`config.mk`:
```
export PLATFORM = sky130hd
export DESIGN_NAME = pl_rv32_fetch
export DESIGN_NICKNAME = d
export VERILOG_FILES = /design/src/rtl/rv32_pipeline_pkg.sv /design/src/rtl/pl_rv32_fetch_skid.sv /design/src/rtl/pl_rv32_fetch.sv
export SDC_FILE = /design/constraint.sdc
export NUM_CORES = 1
export LEC_CHECK = 0
export ABC_AREA = 1
export ABC_CLOCK_PERIOD_IN_PS = 5500
export CORE_ASPECT_RATIO = 0.6
export CORE_MARGIN = 5
export CORE_UTILIZATION = 30
export DETAILED_ROUTE_END_ITERATION = 8
export DONT_BUFFER_PORTS = 1
export HOLD_SLACK_MARGIN = 0.02
export SYNTH_ARGS = -nofsm -noshare
export SYNTH_HDL_FRONTEND = slang
export SYNTH_SLANG_ARGS = --single-unit
```
`constraint.sdc`:
```
create_clock -name clk -period 5.5 [get_ports clk]
set_clock_uncertainty 0.05 [all_clocks]
set_input_delay 1.375 -clock clk [delete_from_list [all_inputs] [get_ports clk]]
set_output_delay 1.375 -clock clk [all_outputs]
set_load 0.1 [all_outputs]
```
`src/rtl/rv32_pipeline_pkg.sv`:
```
// Shared types and constants for the pipelined RV32 core.
//   fetch_state_t : fetch-stage request FSM states
//   if_id_t       : one IF/ID slot (valid flag, PC, instruction word)
//   INSTR_NOP     : canonical ADDI x0,x0,0 presented when IF/ID is empty
//   IF_ID_EMPTY   : all-zero, invalid IF/ID slot used as the reset value
//   word_align()  : clears the byte-offset bits of an address
package rv32_pipeline_pkg;

    typedef enum logic [1:0] {
        FETCH   = 2'd0,
        WAIT    = 2'd1,
        DISCARD = 2'd2
    } fetch_state_t;

    typedef struct packed {
        logic        valid;
        logic [31:0] pc;
        logic [31:0] instr;
    } if_id_t;

    localparam logic [31:0] INSTR_NOP   = 32'h0000_0013;
    localparam if_id_t      IF_ID_EMPTY = '{valid: 1'b0, pc: 32'd0, instr: 32'd0};

    function automatic logic [31:0] word_align(input logic [31:0] addr);
        return addr & 32'hFFFF_FFFC;
    endfunction

endpackage

```
`src/rtl/pl_rv32_fetch_skid.sv`:
```
// One-entry skid buffer for the IF/ID register.
// Catches a fetch response that arrives while decode is stalled and the
// IF/ID register is already occupied.
//   clk, rst_n  : clock, asynchronous active-low reset
//   load        : capture load_entry (caller guarantees load_entry.valid=1)
//   load_entry  : entry to capture
//   drain       : entry has been moved to IF/ID; mark empty
//   flush       : discard the entry (redirect); wins over load and drain
//   entry       : current buffer contents
module pl_rv32_fetch_skid
    import rv32_pipeline_pkg::*;
(
    input  logic   clk,
    input  logic   rst_n,
    input  logic   load,
    input  if_id_t load_entry,
    input  logic   drain,
    input  logic   flush,
    output if_id_t entry
);

    if_id_t entry_reg;

    always_ff @(posedge clk or negedge rst_n) begin
        if (!rst_n) begin
            entry_reg <= IF_ID_EMPTY;
        end else if (flush) begin
            entry_reg.valid <= 1'b0;
        end else if (load) begin
            entry_reg <= load_entry;
        end else if (drain) begin
            entry_reg.valid <= 1'b0;
        end
    end

    assign entry = entry_reg;

endmodule

```
`src/rtl/pl_rv32_fetch.sv`:
```
// Instruction-fetch stage of the pipelined RV32 core.
// Owns the PC, issues one word fetch at a time to instruction memory and
// delivers fetched words to decode through the IF/ID register. A one-entry
// skid buffer absorbs a response that lands while decode is stalled.
// Execute-stage redirects flush IF/ID and the skid; an in-flight response
// is dropped by parking in DISCARD until it returns.
//   clk, rst_n          : clock, asynchronous active-low reset
//   imem_req_valid/addr : fetch request (word address)
//   imem_req_ready      : memory accepts the request this cycle
//   imem_rsp_valid/data : in-order fetch response
//   redirect_valid/pc   : taken branch / jump target from execute
//   stall               : decode cannot consume; hold IF/ID
//   if_id_valid/pc/instr/pc_plus4 : IF/ID register outputs
module pl_rv32_fetch
    import rv32_pipeline_pkg::*;
#(
    parameter logic [31:0] RESET_PC = 32'h0000_0000
) (
    input  logic        clk,
    input  logic        rst_n,
    output logic        imem_req_valid,
    output logic [31:0] imem_req_addr,
    input  logic        imem_req_ready,
    input  logic        imem_rsp_valid,
    input  logic [31:0] imem_rsp_data,
    input  logic        redirect_valid,
    input  logic [31:0] redirect_pc,
    input  logic        stall,
    output logic        if_id_valid,
    output logic [31:0] if_id_pc,
    output logic [31:0] if_id_instr,
    output logic [31:0] if_id_pc_plus4
);

    fetch_state_t state_reg;
    fetch_state_t state_next;
    logic [31:0]  pc_reg;
    logic [31:0]  req_pc_reg;
    if_id_t       out_reg;
    if_id_t       skid_entry;
    if_id_t       rsp_entry;

    logic req_fire;
    logic rsp_land;
    logic skid_load;
    logic skid_drain;

    // Responses are only meaningful in WAIT; one arriving in FETCH is a
    // protocol error and one arriving in DISCARD is stale.
    assign req_fire  = imem_req_valid && imem_req_ready;
    assign rsp_land  = (state_reg == WAIT) && imem_rsp_valid;
    assign rsp_entry = '{valid: 1'b1, pc: req_pc_reg, instr: imem_rsp_data};

    // The response overflows into the skid only when IF/ID is full and held.
    assign skid_load  = rsp_land && out_reg.valid && stall && !redirect_valid;
    assign skid_drain = skid_entry.valid && !stall && !redirect_valid;

    pl_rv32_fetch_skid u_skid (
        .clk        (clk),
        .rst_n      (rst_n),
        .load       (skid_load),
        .load_entry (rsp_entry),
        .drain      (skid_drain),
        .flush      (redirect_valid),
        .entry      (skid_entry)
    );

    // ---------------- FSM: state register ----------------
    always_ff @(posedge clk or negedge rst_n) begin
        if (!rst_n) begin
            state_reg <= FETCH;
        end else begin
            state_reg <= state_next;
        end
    end

    // ---------------- FSM: next state ----------------
    always_comb begin
        state_next = state_reg;
        unique case (state_reg)
            FETCH: begin
                // req_fire is already gated off by redirect_valid
                if (req_fire) state_next = WAIT;
            end
            WAIT: begin
                // A response in the redirect cycle is simply dropped; without
                // one, the stale response is still owed and must be swallowed.
                if (imem_rsp_valid)      state_next = FETCH;
                else if (redirect_valid) state_next = DISCARD;
            end
            DISCARD: begin
                if (imem_rsp_valid) state_next = FETCH;
            end
            default: state_next = FETCH;
        endcase
    end

    // ---------------- FSM: outputs ----------------
    // No request while the skid is full, so a response can never arrive with
    // nowhere to go. Redirect retracts a pending request for a stale address.
    always_comb begin
        imem_req_valid = (state_reg == FETCH) && !skid_entry.valid && !redirect_valid;
    end

    assign imem_req_addr = pc_reg;

    // ---------------- PC and outstanding-request address ----------------
    always_ff @(posedge clk or negedge rst_n) begin
        if (!rst_n) begin
            pc_reg     <= RESET_PC;
            req_pc_reg <= 32'd0;
        end else if (redirect_valid) begin
            pc_reg <= word_align(redirect_pc);
        end else if (req_fire) begin
            req_pc_reg <= pc_reg;
            pc_reg     <= pc_reg + 32'd4;
        end
    end

    // ---------------- IF/ID register ----------------
    always_ff @(posedge clk or negedge rst_n) begin
        if (!rst_n) begin
            out_reg <= IF_ID_EMPTY;
        end else if (redirect_valid) begin
            out_reg.valid <= 1'b0;
        end else if (!stall) begin
            // The skid always holds the older instruction, so it goes first.
            if (skid_entry.valid) begin
                out_reg <= skid_entry;
            end else if (rsp_land) begin
                out_reg <= rsp_entry;
            end else begin
                out_reg.valid <= 1'b0;
            end
        end else if (!out_reg.valid && rsp_land) begin
            // Stalled but empty: nothing to hold, so the response fills IF/ID.
            out_reg <= rsp_entry;
        end
    end

    assign if_id_valid    = out_reg.valid;
    assign if_id_pc       = out_reg.pc;
    assign if_id_instr    = out_reg.valid ? out_reg.instr : INSTR_NOP;
    assign if_id_pc_plus4 = out_reg.pc + 32'd4;

endmodule

```
======== Word-level counts from Yosys, hierarchy flattened ========
Index checks and enable logic that the tools add are counted.
word-level totals
  flip-flop bits (word level) ............. 196
  bits of input ports ..................... 70
  output and inout port bits .............. 130
  word-level logic and storage cells ...... 58
operators by class
  $add $sub $neg .......................... 2
  equal/unequal tests ..................... 7
  multiplexer cells ....................... 17
  bitwise gates (word level) .............. 1
  reductions and logical operators ........ 22
operators by type and width
  operator                                                                  number
  65-bit two-way mux                                                        3
  32-bit two-way mux                                                        3
  32-bit by 3-bit adder with 32-bit output (second input constant)          2
  64-bit two-way mux                                                        1
  1-bit logical AND                                                         10
  2-bit two-way mux                                                         4
  2-bit case mux with 3 select lines                                        1
  3-bit AND reduction                                                       2
  3-bit nonzero test                                                        2
  1-bit two-way mux                                                         5
  1-bit zero test                                                           4
  2-bit inequality test (second input constant)                             2
  2-bit AND reduction                                                       2
  3-bit by 2-bit inequality test with 1-bit output (second input constant)  1
  3-bit inequality test (second input constant)                             1
  2-bit by 1-bit == test with 1-bit output (second input constant)          1
  2-bit == test (second input constant)                                     1
  2-bit zero test                                                           1
  2-bit by 1-bit inequality test with 1-bit output (second input constant)  1
  2-bit nonzero test                                                        1
  1-bit inverter                                                            1

======== Depth between registers and ports, before layout ========
  depth after elaboration ................. 7
  gate-level depth with buffers ........... 10
  mapped depth without buffers ............ 8

======== Cells and area by module ========
A second synthesis with hierarchy kept.
unflattened totals
  cells, all modules ...................... 1482
  area, all modules ....................... 10533.9 um2
modules (own cells, without submodules)
  module              times used  cells each  area each (um2)  sequential area each (um2)
  pl_rv32_fetch       1           1205        8084.0           3178.0
  pl_rv32_fetch_skid  1           277         2449.8           1626.6

======== Least setup slack after synthesis ========
Ideal clock, no wire load.
  path kind ............................... in2out
  start point ............................. in redirect_valid
  end point ............................... out imem_req_valid
  data arrival time ....................... 4552 ps
  data required time ...................... 4075 ps
  setup slack ............................. -477 ps
  stages .................................. 3
  buffers on the path ..................... 2
  cell sequence ........................... buf_2 -> clkbuf_1 -> nor4_1
between the ends
  cells in the longest elaborated chain, start to end .. 2
ends and longest elaborated chain
  element            line                  RTL
  start, declared    pl_rv32_fetch.sv:26   input logic redirect_valid,
  1-bit zero test    pl_rv32_fetch.sv:102  imem_req_valid = (state_reg == FETCH) && !skid_entry.valid && !redirect_valid;
  1-bit logical AND  pl_rv32_fetch.sv:102
  end, declared      pl_rv32_fetch.sv:21   output logic imem_req_valid,
Every way passes these cells.

======== Worst setup path after layout ========
  start point ............................. reg out_reg (netlist bit if_id_pc[3])
  end point ............................... out if_id_pc_plus4[20]
between the ends
  cells in the longest elaborated chain, start to end .. 1
ends and longest elaborated chain
  element                                   line                  RTL
  start, declared                           pl_rv32_fetch.sv:39   if_id_t out_reg;
  start signal, assigned                    pl_rv32_fetch.sv:129  out_reg <= skid_entry;
  start signal, assigned                    pl_rv32_fetch.sv:131  out_reg <= rsp_entry;
  start signal, assigned                    pl_rv32_fetch.sv:137  out_reg <= rsp_entry;
  32-bit by 3-bit adder with 32-bit output  pl_rv32_fetch.sv:144  assign if_id_pc_plus4 = out_reg.pc + 32'd4;
  end, declared                             pl_rv32_fetch.sv:32   output logic [31:0] if_id_pc_plus4
Every way passes these cells.

==> flow_metrics.py <==
metrics = {
    "detailed_routing": {
        "vias": 8280,
        "ant_nets": 0,
        "dr.first_iter.drc_count": 820,
        "total_wirelength_um": 29700,
        "vias_per_cell": 4.68,
        "first_pass_iters": 5,
        "remaining_drc_errors": 0,
        "routed_wire_length_per_instance_um": 16.8,
    },
    "worst_setup_path": {
        "critPathBufInv": 2,
        "reg2reg_slack_ps": 2550,
        "critical_path_peak_fanout": 4,
        "path_class": "reg -> out",
        "worst_path_max_delay_cell": "sky130_fd_sc_hd__dfrtp_1",
        "arrival_time_worst_endpoint_ps": 3040,
        "worst_path_largest_cell_delay_ps": 330,
        "crit_cells": 9,
        "cp_cell_sequence": "buf_4 > ha_1 > nand3_1 > nor2_2 > nand2_1 > nor2_1 > nand2_1 > xor2_2 > buf_4",
        "critPathTopFamily": "simple AND/OR/NAND/NOR gates",
        "critical_path.startpoint_type": "flip-flop",
        "r2r.worst_path.cells": 6,
        "cp_data_required_time_ps": 4070,
        "critPathCaptureType": "output port",
    },
    "clock_tree": {
        "hold_buffers": 0,
        "clk-insertion-delay-late_ps": 450,
        "tritoncts_clock_tree": "done",
        "cts.sink_count": 188,
        "htree_num_levels": 4,
        "post-cts-setup-buffers": 0,
        "postCtsResizedCells": 0,
        "cts_inserted_buffers": 17,
        "cts.clk_slew.worst_paths_ps": 70,
        "clockBufferDepth": 2,
        "cts_root_buffer": "sky130_fd_sc_hd__clkbuf_16",
    },
    "layout": {
        "layout-area-overhead-vs-synth_pct": 12.3,
        "layout_common_cells": "392 x sky130_fd_sc_hd__nand2_1, 187 x sky130_fd_sc_hd__dfrtp_1, 174 x sky130_fd_sc_hd__inv_1",
        "final_nets": 1379,
        "final-seq-area_mm2": 0.00471,
        "final_common_cell": "sky130_fd_sc_hd__nand2_1",
        "multiInputGateArea_mm2": 0.00428,
        "final.fill_count": 3473,
        "insertedDiodeCount": 0,
        "post_route_cells_drive_above_1_share_pct": 11.5,
        "finish.utilization_pct": 34.5,
        "largest_register_ff_count": 63,
    },
    "place": {
        "dp.final_hpwl_um": 21600,
        "gp_congestion": 0.848,
        "port-buffer-count": 0,
    },
    "yosys": {
        "synth_instances": 1319,
        "synth_sequential_area_ratio_pct": 46.9,
        "synth_warnings": 0,
        "ys_seq_elements": 188,
        "synth.lib_cells_used.distinct": 36,
        "post_synth_instance_area_mm2": 0.0100,
        "synth_area_per_inst_um2": 7.61,
    },
    "hold_path": {
        "worst_hold_path.num_cells": 2,
        "worstHoldPathType": "reg -> reg",
    },
    "power": {
        "power.static_leakage_uw": 0.00565,
        "ir_worst_vdd_uv": 514,
        "power.density_cell_area_mw_per_mm2": 536,
    },
    "sta": {
        "fin_hold_viols": 0,
        "timing_max_transition_violations_final": 0,
        "setup_total_negative_slack_ps": 0,
        "grt_setup_unrepaired": "false",
        "worst_pin_slew_ps": 1170,
        "post-route-period-util_pct": 81.1,
        "fmax_ghz": 0.224,
        "fin_crit_ps": 4460,
        "headroom_to_the_max_slew_limit_pct": 22.2,
        "setup-violations-final": 0,
    },
    "floorplan": {
        "fp.coreArea_mm2": 0.0327,
        "initial_core_util_pct": 30.7,
        "die_area_mm2": 0.0373,
        "std_cell_rows": 51,
        "design.portCount": 200,
        "dieWidth_um": 246,
        "die_height_um": 152,
    },
    "run": {
        "max_cap_violations": 0,
    },
    "global_route": {
        "grt_pass1_vias": 7632,
        "grt_max_degree": 189,
        "grt_overflow_total": 0,
        "grt_antenna_before_repair": 0,
        "grt.total_usage_pct": 16.2,
        "grt_pass1_wl_um": 46300,
    },
    "outcome": {
        "run_status": "completed",
    },
}
## worst paths after layout
| kind | start | end |
|---|---|---|
| min reg2reg | out_reg[27]$_DFFE_PN0P_ | out_reg[27]$_DFFE_PN0P_ |
| max in group asynchronous | rst_n | out_reg[28]$_DFFE_PN0P_ |
| min | out_reg[27]$_DFFE_PN0P_ | out_reg[27]$_DFFE_PN0P_ |
| max reg2reg | if_id_valid$_DFFE_PN0P_ | u_skid.entry[38]$_DFFE_PN0P_ |
| max | if_id_pc[3]$_DFFE_PN0P_ | if_id_pc_plus4[20] |
| min in group asynchronous | rst_n | imem_req_addr[23]$_DFFE_PN0P_ |
## worst min-delay path: cells and delay by family, from the launching register on
| family | cells | cell delay (ps) |
|---|---|---|
| flops | 1 | 340 |
| simple gates | 2 | 100 |
## synthesized netlist by cell type (all sizes together)
master	number	area (um2)
nand3b	8	72.6
dfrtp	188	4700
xor2	22	193
conb	1	3.75
and3	1	6.26
o21ai	162	848
nor3	15	75.1
nand3	47	265
nor4	1	6.26
o221ai	1	8.76
nand2	394	1480
ha	2	25.0
nor2	109	454
o21bai	2	15.0
nand4	10	62.6
xnor2	3	26.3
buf	69	484
a21oi	45	225
inv	177	664
clkbuf	26	97.6
o211ai	34	305
o31ai	1	7.51
and2	1	6.26
## cell type report
type,instances,share of cell area [%]
flip-flops and latches,188,41.7
clock buffers,20,4.14
multi-input cells,864,37.9
clock inverters,12,1.41
repair buffers,59,3.93
inverters,177,5.89
well taps,450,4.99
## report_power, final
part,switching [uW],internal [uW]
sequential,536,1660
combinational,2050,471
clock,575,758
total,3160,2880
## stage by stage
| stage | hold slack (ps) | setup WS (ps) | instance area [um2] | cells | power [uW] |
|---|---|---|---|---|---|
| floorplan | 392 | 704 | 10100 | 1324 | 4290 |
| CTS | 431 | 977 | 11300 | 1770 | 6100 |
| detailed placement | 413 | 1490 | 10700 | 1738 | 4740 |
| global route | 450 | 813 | 11300 | 1770 | 6320 |
| finish | 424 | 1040 | 11300 | 1770 | 6050 |
| global placement | 409 | 1550 | 10700 | 1738 | 4710 |
## logic make-up after synthesis
family / share of synthesized area [%]
other cells: 0.0373
simple gates: 24.2
buf+inv: 12.4
fa+ha+maj: 0.249
compound gates: 14.0
xor+xnor: 2.18
flops: 46.9
## per-layer routing
| layer | GRT usage [%] | vias to the layer above | routed length (um) |
|---|---|---|---|
| met3 | 5.22 | 18 | 2850 |
| met5 | 0 | - | 0 |
| met2 | 20.4 | 310 | 11100 |
| met1 | 26.3 | 3879 | 15600 |
| li1 | - | 4073 | - |
| met4 | 3.04 | 0 | 224 |
Note: power is estimated with default switching activity, not from simulation.
